<file path="config.mk">
export PLATFORM = sky130hd
export DESIGN_NAME = clk_div_gen
export DESIGN_NICKNAME = d
export VERILOG_FILES = /design/src/rtl/clk_div_gen.sv
export SDC_FILE = /design/constraint.sdc
export NUM_CORES = 1
export LEC_CHECK = 0
export CAP_MARGIN = 20
export CORE_MARGIN = 1.5
export CORE_UTILIZATION = 53
export DETAILED_ROUTE_END_ITERATION = 8
export GPL_TIMING_DRIVEN = 0
export PLACE_DENSITY = 0.78
export SETUP_SLACK_MARGIN = 0.15
export SLEW_MARGIN = 20
export SYNTH_ARGS = -nofsm -noshare
export SYNTH_HDL_FRONTEND = slang
export SYNTH_SLANG_ARGS = --single-unit
</file>
<file path="constraint.sdc">
create_clock -name clk -period 4.8 [get_ports clk]
set_input_delay 1.44 -clock clk [delete_from_list [all_inputs] [get_ports clk]]
set_output_delay 1.44 -clock clk [all_outputs]
set_load 0.05 [all_outputs]
</file>
<file path="src/rtl/clk_div_gen.sv">
// clk_div_gen: runtime-programmable divided clock / strobe generator.
// Produces a registered clk_out with programmable period and high time,
// one-cycle rise/fall strobes, enable gating and phase resync.
//
// Config handshake (valid/ready): a configuration transfers on a clk edge
// where cfg_valid and cfg_ready are both 1. The clamped values are held
// in a single pending slot, and cfg_ready stays low while the slot is full.
// The slot is applied at a period boundary: a wrap, a sync, or any edge
// while idle. cfg_ready returns high on the edge after the slot is applied.
module clk_div_gen #(
    parameter int          CNT_W      = 32,
    parameter int unsigned DEF_PERIOD = 2500,
    parameter int unsigned DEF_HIGH   = 1250
) (
    input  logic             clk,
    input  logic             rst_n,
    input  logic             en,
    input  logic             sync,
    input  logic             cfg_valid,
    output logic             cfg_ready,
    input  logic [CNT_W-1:0] cfg_period,
    input  logic [CNT_W-1:0] cfg_high,
    output logic             clk_out,
    output logic             rise_tick,
    output logic             fall_tick,
    output logic [CNT_W-1:0] cur_period
);

    localparam logic [CNT_W-1:0] DEF_P = CNT_W'(DEF_PERIOD);
    localparam logic [CNT_W-1:0] DEF_H = CNT_W'(DEF_HIGH);

    logic [CNT_W-1:0] cnt;
    logic [CNT_W-1:0] cnt_n;
    logic [CNT_W-1:0] act_p;
    logic [CNT_W-1:0] act_h;
    logic [CNT_W-1:0] pend_p;
    logic [CNT_W-1:0] pend_h;
    logic [CNT_W-1:0] clamp_p;
    logic [CNT_W-1:0] clamp_h;
    logic             pend_full;
    logic             ready_dly;
    logic             running;
    logic             wrap;
    logic             apply;
    logic             accept;

    // Next-count, boundary detection and clamping of the offered configuration.
    always_comb begin
        wrap    = (cnt == act_p - CNT_W'(1));
        cnt_n   = wrap ? '0 : cnt + CNT_W'(1);
        accept  = cfg_valid && cfg_ready;
        // A pending config lands at any boundary: idle edge, sync or wrap.
        // When en falls while running it waits one edge, until idle.
        apply   = pend_full && (!running || (en && (sync || wrap)));
        clamp_p = (cfg_period < CNT_W'(2)) ? CNT_W'(2) : cfg_period;
        clamp_h = (cfg_high == '0) ? CNT_W'(1) : cfg_high;
        if (clamp_h >= clamp_p) begin
            clamp_h = clamp_p - CNT_W'(1);
        end
    end

    // Waveform generator: counter, divided clock and edge strobes.
    always_ff @(posedge clk or negedge rst_n) begin
        if (!rst_n) begin
            cnt       <= '0;
            running   <= 1'b0;
            clk_out   <= 1'b0;
            rise_tick <= 1'b0;
            fall_tick <= 1'b0;
        end else if (!running) begin
            cnt       <= '0;
            fall_tick <= 1'b0;
            if (en) begin
                running   <= 1'b1;
                clk_out   <= 1'b1;
                rise_tick <= 1'b1;
            end else begin
                clk_out   <= 1'b0;
                rise_tick <= 1'b0;
            end
        end else if (!en) begin
            // Stopping while high still emits the matching fall strobe.
            running   <= 1'b0;
            cnt       <= '0;
            clk_out   <= 1'b0;
            rise_tick <= 1'b0;
            fall_tick <= clk_out;
        end else if (sync) begin
            cnt       <= '0;
            clk_out   <= 1'b1;
            rise_tick <= 1'b1;
            fall_tick <= 1'b0;
        end else begin
            cnt       <= cnt_n;
            clk_out   <= (cnt_n < act_h);
            rise_tick <= (cnt_n == '0);
            fall_tick <= (cnt_n == act_h);
        end
    end

    // Configuration path: pending slot, active period/high time, ready flag.
    always_ff @(posedge clk or negedge rst_n) begin
        if (!rst_n) begin
            act_p     <= DEF_P;
            act_h     <= DEF_H;
            pend_p    <= DEF_P;
            pend_h    <= DEF_H;
            pend_full <= 1'b0;
            ready_dly <= 1'b0;
            cfg_ready <= 1'b1;
        end else begin
            ready_dly <= apply;
            if (apply) begin
                act_p     <= pend_p;
                act_h     <= pend_h;
                pend_full <= 1'b0;
            end
            if (ready_dly) begin
                cfg_ready <= 1'b1;
            end else if (accept) begin
                cfg_ready <= 1'b0;
                pend_full <= 1'b1;
                pend_p    <= clamp_p;
                pend_h    <= clamp_h;
            end
        end
    end

    assign cur_period = act_p;

endmodule

</file>
==> impl_metrics.env <==
export IMPL_critPathArrivalTime_ns=5.54
export IMPL_wl_met1_um=14400
export IMPL_async_flop_share_pct=100
export IMPL_cp_slowest_cell="or4_1"
export IMPL_status="finished with violations"
export IMPL_totalWireLength_um=36400
export IMPL_gr_total_overflow=0
export IMPL_syn_area_sq_mm=0.0110
export IMPL_relSlewSlack_pct=24.5
export IMPL_rsz0062_at_grt="yes"
export IMPL_gp_congestion=0.914
export IMPL_required_ns=5.10
export IMPL_hp_class="flop to flop"
export IMPL_setup_viol=33
export IMPL_path_clk_slew_ns=0.07
export IMPL_top_layer="met4"
export IMPL_min_period_ns=5.23
export IMPL_die_w_um=147
export IMPL_ant_nets=0
export IMPL_synthCells=1198
export IMPL_dp_final_hpwl_um=25100
export IMPL_clockPowerShare_pct=43.5
export IMPL_grt_pass1_wl_um=54300
export IMPL_syn2layout_area_growth_pct=34.7
export IMPL_rows=52
export IMPL_root_buffer="clkbuf_16"
export IMPL_grt_pass1_vias=9878
export IMPL_p_seq_share_pct=42.9
export IMPL_synth_nets=1333
export IMPL_ios=105
export IMPL_antenna_found_initial=0
export IMPL_clock_sinks=167
export IMPL_max_clock_path_buffers=2
export IMPL_crit_buf_inv=5
export IMPL_ys_seq_area_share_pct=38.2
export IMPL_most_common_layout_cells="dfrtp_1, nor2_1, nand2_1"
export IMPL_crit_path_max_fanout=7
export IMPL_maxCapViolCount=0
export IMPL_power_total_w=0.00329
export IMPL_powerDensity_mw_per_mm2=222
export IMPL_htree_levels=4
export IMPL_cts_tree="done"
export IMPL_end_kind="flop"
export IMPL_pwr_share_comb_pct=13.7
export IMPL_wl_met3_um=3020
export IMPL_grt_max_degree=94
export IMPL_fp_coreArea_sq_mm=0.0203
export IMPL_design_area_sq_mm=0.0148
export IMPL_post_route_period_util_pct=109
export IMPL_ys_warn_count=0
export IMPL_port_buffers=103
export IMPL_grt_usage_pct=32.7
export IMPL_switching_share_pct=26.5
export IMPL_fp_dieArea_sq_mm=0.0216
export IMPL_layout_cells_most_common="dfrtp_1"
export IMPL_first_iter_violations=866
export IMPL_n_antenna_cell=0
export IMPL_worst_pin_slew_ns=1.13
export IMPL_postPlaceCellArea_sq_mm=0.0125
export IMPL_finClkSkew_ns=0.0118
export IMPL_finalHoldViolCount=0
export IMPL_violations="setup timing"
export IMPL_fmax_ghz=0.191
export IMPL_start_util_pct=54.2
export IMPL_avgSynthCellArea_sq_um=9.19
export IMPL_cp_cell_sequence="dlygate4sd2_1, nor4_4, nand4_1, nor3_1, nand4_1, or4_1, clkbuf_8, nand2_8, inv_4, ha_4, nand2b_4, a31oi_4, o2111ai_2, and3_4, nor4_4, o41ai_4, buf_8, clkbuf_16, mux2i_4, o21ai_1"
export IMPL_start_kind="input port"
export IMPL_drcViolationCount=0
export IMPL_worst_path_dominant_cell_family="simple AND/OR/NAND/NOR gates"
export IMPL_die_y_um=147
export IMPL_finalNetCount=1523
export IMPL_routedWlPerCell_um=21.8
export IMPL_critPathKind="input port to flop"
export IMPL_drive_gt1_share_pct=24.8
export IMPL_synth_edf_count=0
export IMPL_p_int_w=0.00242
export IMPL_clk_latency_ns=0.44
export IMPL_yosysUniqueCellTypes=66
export IMPL_ys_ff_latch=167
export IMPL_setup_ws_ns=-0.431
export IMPL_vias=10300
export IMPL_p_sw_w=0.000873
export IMPL_synth_ff_type="dfrtp_1"
export IMPL_irDropWorstVdd_mv=0.217
export IMPL_drv_slew=0
export IMPL_vias_per_cell=6.16
export IMPL_wl_met2_um=17200
export IMPL_p_leak_nw=6.56
export IMPL_max_stage_delay_ns=0.44
export IMPL_r2r_setup_slack_ns=-0.13
export IMPL_drtPass1Iterations=7
export IMPL_numCtsBuffers=17
-- path summary, 6_finish.rpt --
check,from,endpoint,depth (start not counted)
worst max-delay path,cfg_period[10],pend_h[11],20
worst min-delay path,pend_h[7],pend_h[7],2
worst max register to register,cur_period[1],clk_out,22
worst min register to register,pend_h[7],pend_h[7],2
max in group asynchronous,rst_n,cur_period[1],2
min in group asynchronous,rst_n,cnt[9],1
-- synthesized netlist by cell type, types with 3 or more instances --
| library cell | count | area share, % |
|---|---|---|
| a211oi_1 | 3 | 0.20 |
| a21o_1 | 30 | 2.0 |
| a21oi_1 | 37 | 1.7 |
| a31oi_1 | 12 | 0.68 |
| and3_1 | 9 | 0.51 |
| and4_1 | 6 | 0.48 |
| buf_1 | 4 | 0.14 |
| buf_12 | 5 | 0.91 |
| clkbuf_1 | 75 | 2.6 |
| dfrtp_1 | 146 | 33 |
| dfstp_2 | 21 | 5.0 |
| ha_1 | 66 | 7.5 |
| inv_1 | 75 | 2.6 |
| mux2_2 | 15 | 1.5 |
| mux2_4 | 49 | 6.7 |
| mux2i_1 | 9 | 0.82 |
| nand2_1 | 107 | 3.6 |
| nand2b_1 | 6 | 0.34 |
| nand3_1 | 35 | 1.6 |
| nand3b_1 | 3 | 0.20 |
| nand4_1 | 37 | 2.1 |
| nand4b_1 | 4 | 0.32 |
| nor2_1 | 116 | 4.0 |
| nor2b_1 | 3 | 0.17 |
| nor3_1 | 24 | 1.1 |
| nor4_1 | 34 | 1.9 |
| o211ai_1 | 7 | 0.48 |
| o21ai_0 | 95 | 4.3 |
| o41ai_1 | 3 | 0.24 |
| or2_2 | 3 | 0.17 |
| or3_1 | 7 | 0.40 |
| or4_1 | 9 | 0.61 |
| or4b_2 | 4 | 0.36 |
| xnor2_1 | 67 | 5.3 |
| xor2_1 | 32 | 2.5 |
-- cells by family after synthesis --
| family | Yosys count | share of synthesized area (%) |
|---|---|---|
| AND/OR/NAND/NOR | 419 | 19.3 |
| AO/OA/AOI/OAI | 210 | 11.5 |
| flip-flops | 167 | 38.2 |
| buffers and inverters | 164 | 6.56 |
| XOR/XNOR | 99 | 7.88 |
| multiplexers | 73 | 9.04 |
| adder cells (fa/ha/maj) | 66 | 7.50 |
-- layer usage --
layer,up-vias,global-route usage (%)
met4,0,12.7
met1,5062,44.3
li1,4574,-
met5,-,0
met3,113,4.66
met2,550,53.3
-- layout make-up --
type | count | area (sq um)
repair buffers | 172 | 1670
flip-flops and latches | 167 | 4210
inverters | 75 | 284
well taps | 270 | 338
multi-input cells | 867 | 7060
clock buffers | 19 | 453
fillers | 1440 | 5470
clock inverters | 13 | 158
plain buffers | 88 | 652
-- flip-flops by register name (all words and copies together), names as in the netlist, 32 cells and up --
name	count
act_h	32
cur_period	32
pend_h	32
cnt	32
pend_p	32
-- power by group through the flow --
| stage | registers, W | logic (W) | clock network [W] |
|---|---|---|---|
| finish | 0.00141 | 0.000451 | 0.00143 |
| global route | 0.00141 | 0.000474 | 0.00149 |
| CTS | 0.00141 | 0.000398 | 0.00143 |
| detailed placement | 0.00144 | 0.000294 | 0 |
| global placement | 0.00144 | 0.000287 | 0 |
| floorplan | 0.00144 | 0.000124 | 0 |
-- metrics by stage --
step,std cells,util [%],TNS (ns),hold slack [ns],setup slack [ns]
CTS,1652,69.8,-17.03,0.473,-0.626
detailed placement,1573,61.7,-51.98,0.464,-1.72
floorplan,1198,-,-9.27,0.440,-0.327
global route,1671,73.0,-13.51,0.494,-0.464
global placement,1571,61.4,-755.33,0.461,-5.01
finish,1671,73.0,-11.65,0.470,-0.431
-- worst reg2reg max path: stages, from the launching register on --
cell	delay, ns
dfrtp_2	0.48
or4_4	0.56
buf_6	0.15
or4_1	0.46
a21oi_1	0.12
nand4b_1	0.18
nand4_1	0.17
nor4_4	0.38
and3_4	0.26
clkbuf_16	0.17
clkbuf_16	0.17
nor2_2	0.05
ha_1	0.33
nand4_1	0.17
buf_4	0.18
buf_4	0.12
buf_4	0.12
buf_4	0.12
buf_4	0.14
o31ai_4	0.24
a21oi_2	0.07
a2bb2oi_2	0.14
nor3_2	0.06
-- what timing repair did --
action,4_1_cts,5_1_grt
hold buffers,0,0
gates cloned,4,3
gates resized for setup,169,98
hold endpoints to repair,0,0
pin swaps,34,43
setup buffers,43,17
setup endpoints to repair,34,34
(Power assumes the default switching activity.)
==> edit: new RTL, same settings <==
Add an input register stage for `cfg_valid`, `cfg_period` and `cfg_high`, with the module's reset; this delays them by one clock. The other inputs are not delayed to match.
--- a/src/rtl/clk_div_gen.sv
+++ b/src/rtl/clk_div_gen.sv
@@ -29,6 +29,22 @@
     localparam logic [CNT_W-1:0] DEF_P = CNT_W'(DEF_PERIOD);
     localparam logic [CNT_W-1:0] DEF_H = CNT_W'(DEF_HIGH);
 
+    logic cfg_valid_q;
+    logic [CNT_W-1:0] cfg_period_q;
+    logic [CNT_W-1:0] cfg_high_q;
+
+    always_ff @(posedge clk or negedge rst_n) begin
+        if (!rst_n) begin
+            cfg_valid_q  <= '0;
+            cfg_period_q <= '0;
+            cfg_high_q   <= '0;
+        end else begin
+            cfg_valid_q  <= cfg_valid;
+            cfg_period_q <= cfg_period;
+            cfg_high_q   <= cfg_high;
+        end
+    end
+
     logic [CNT_W-1:0] cnt;
     logic [CNT_W-1:0] cnt_n;
     logic [CNT_W-1:0] act_p;
@@ -48,12 +64,12 @@
     always_comb begin
         wrap    = (cnt == act_p - CNT_W'(1));
         cnt_n   = wrap ? '0 : cnt + CNT_W'(1);
-        accept  = cfg_valid && cfg_ready;
+        accept  = cfg_valid_q && cfg_ready;
         // A pending config lands at any boundary: idle edge, sync or wrap.
         // When en falls while running it waits one edge, until idle.
         apply   = pend_full && (!running || (en && (sync || wrap)));
-        clamp_p = (cfg_period < CNT_W'(2)) ? CNT_W'(2) : cfg_period;
-        clamp_h = (cfg_high == '0) ? CNT_W'(1) : cfg_high;
+        clamp_p = (cfg_period_q < CNT_W'(2)) ? CNT_W'(2) : cfg_period_q;
+        clamp_h = (cfg_high_q == '0) ? CNT_W'(1) : cfg_high_q;
         if (clamp_h >= clamp_p) begin
             clamp_h = clamp_p - CNT_W'(1);
         end
Formal check against the unedited RTL: not equivalent (a bounded check fails within 4 cycles, from zero or initial values and one cycle with rst_n low).
==> edit against the unedited design <==
  * The flow still finishes with violations (negative setup slack)
  * Synthesized area is 14% higher
  * Setup slack better by 0.27 ns
  * Count of clock-buffer cells in the layout grew 16
  * First-iteration DRC count fell by 32%
  * Cell area rose by 4.9%
  * Sequential share of layout area rose by 9.2 points
  * Routed wire length decreased by 8.7%
  * Via count down 3.4%
  * Global-route usage fell by 5.0 points
  * Sequential cell count increased by 65
  * Critical path type is now flop to flop
  * Critical endpoint is now pend_h[0]
Power is not compared: it rests on default switching activity, and its combinational part moved more than twofold at a synthesized area within 25%.
==> edit: results (changes against the unedited design) <==
Worst slew margin 27.9% (+3.4 points); Post-Place Cells 1,664 (+5.8%); failing checks negative setup slack; final worst slack -0.159 ns (+0.273 ns); DRT Wirelength 33.2 mm (-8.7%); pin count of the biggest net entering global routing 96 (+2.1%); gp weighted congestion 0.947 (+3.6%); DR WL/cell 19.1 um (-12%); DRT iter0 DRCs 591 (-32%); wire length of the first global-routing pass 52.6 mm (-3.0%); vias in the first global route 9,797 (-0.82%); skew final 0.0158 ns (+0.00394 ns); Fillers 1,748 (+21%); Mapped Nets 1,374 (+3.1%); number of port buffers 104 (+0.97%); H-tree depth 1 (-3); run status finished, violations left; vias 9,950 (-3.4%); Seq/Total Area, Yosys 46.7% (+8.4 points); final-report setup violation count 30 (-9.1%); DP HPWL 24.6 mm (-1.6%); Layout Nets 1,539 (+1.1%); GR Util All Layers 27.7% (-5.0 points); post-synth cell types 69 (+4.5%); CTS max path bufs 3 (+1); top cells by count, synth dfrtp_1 (211), nor2_1 (113), nand2_1 (84); Final TNS setup -2.31 ns (+9.34 ns)
[edit: worst max-delay path, stage by stage (launching register included)]
cell and delay, ns:
dfrtp_1 0.40, or4_4 0.58, nand4b_1 0.31, or4_4 0.48
or4_4 0.56, o31ai_4 0.26, inv_1 0.07, ha_1 0.27
nand2b_4 0.13, a21o_1 0.15, a21o_1 0.16, a21o_1 0.17
a21oi_2 0.15, o21ai_2 0.11, a2111oi_4 0.40, a21o_1 0.15
buf_8 0.14, clkbuf_16 0.16, mux2i_1 0.19
[edit: repair_timing]
action,4_1_cts,5_1_grt
buffers inserted,16,14
hold buffers,0,0
endpoints found under the setup margin,34,34
endpoints found under the hold margin,0,0
cloned,1,2
pin swaps,20,29
gates resized for setup,35,54
[edit: kinds of logic (layout without fill, tap and decap cells)]
kind of cell	after synthesis	count (layout)	synth area share (%)
compound gates	211	211	10.5
simple gates	403	403	16.1
flops	232	232	46.7
fa+ha+maj	66	66	6.61
buf+inv	159	340	5.55
mux	73	73	7.97
xor+xnor	95	95	6.66
[edit: power groups by stage]
stage	Clock [uW]	Combinational [uW]	Sequential, uW
2_1_floorplan	0	1520	3450
3_3_place_gp	0	2640	3220
3_5_place_dp	0	2730	3240
4_1_cts	1960	2890	3210
5_1_grt	2070	3220	3310
6_report	1950	2980	3250
[edit: routing by layer]
| metal | GRT usage [%] | vias up | part of all wire [%] |
|---|---|---|---|
| met2 | 46.2 | 367 | 48 |
| met1 | 36.9 | 4866 | 43 |
| met5 | 0 | - | 0 |
| met3 | 3.02 | 73 | 4.9 |
| li1 | - | 4644 | - |
| met4 | 11.5 | 0 | 3.6 |
[edit: stage by stage]
step,total power [uW],area [um2]
4_1_cts,8070,15200
3_5_place_dp,5970,14100
3_3_place_gp,5860,14100
5_1_grt,8600,15600
6_report,8180,15600
2_1_floorplan,4970,12600
[edit: worst paths after layout]
| check | from | to | slack, ns | cells past startpoint |
|---|---|---|---|---|
| hold reg to reg | pend_p[3] | pend_p[3] | 0.49 | 2 |
| min in group asynchronous | rst_n | cfg_high_q[0] | 0.82 | 1 |
| max in group asynchronous | rst_n | pend_h[10] | 2.75 | 3 |
| hold / removal | pend_p[3] | pend_p[3] | 0.49 | 2 |
| setup reg to reg | cfg_period_q[6] | pend_h[0] | -0.16 | 18 |
| setup / recovery | cfg_period_q[6] | pend_h[0] | -0.16 | 18 |
[edit: final cells by class]
| cell class | instances | share of cell area, % |
|---|---|---|
| Buffer | 83 | 3.32 |
| Inverter | 76 | 1.83 |
| Clock inverter | 7 | 0.547 |
| Tap cell | 319 | 2.57 |
| Multi-Input combinational cell | 848 | 40.5 |
| Sequential cell | 232 | 37.6 |
| Clock buffer | 35 | 4.78 |
| Timing Repair Buffer | 139 | 8.88 |
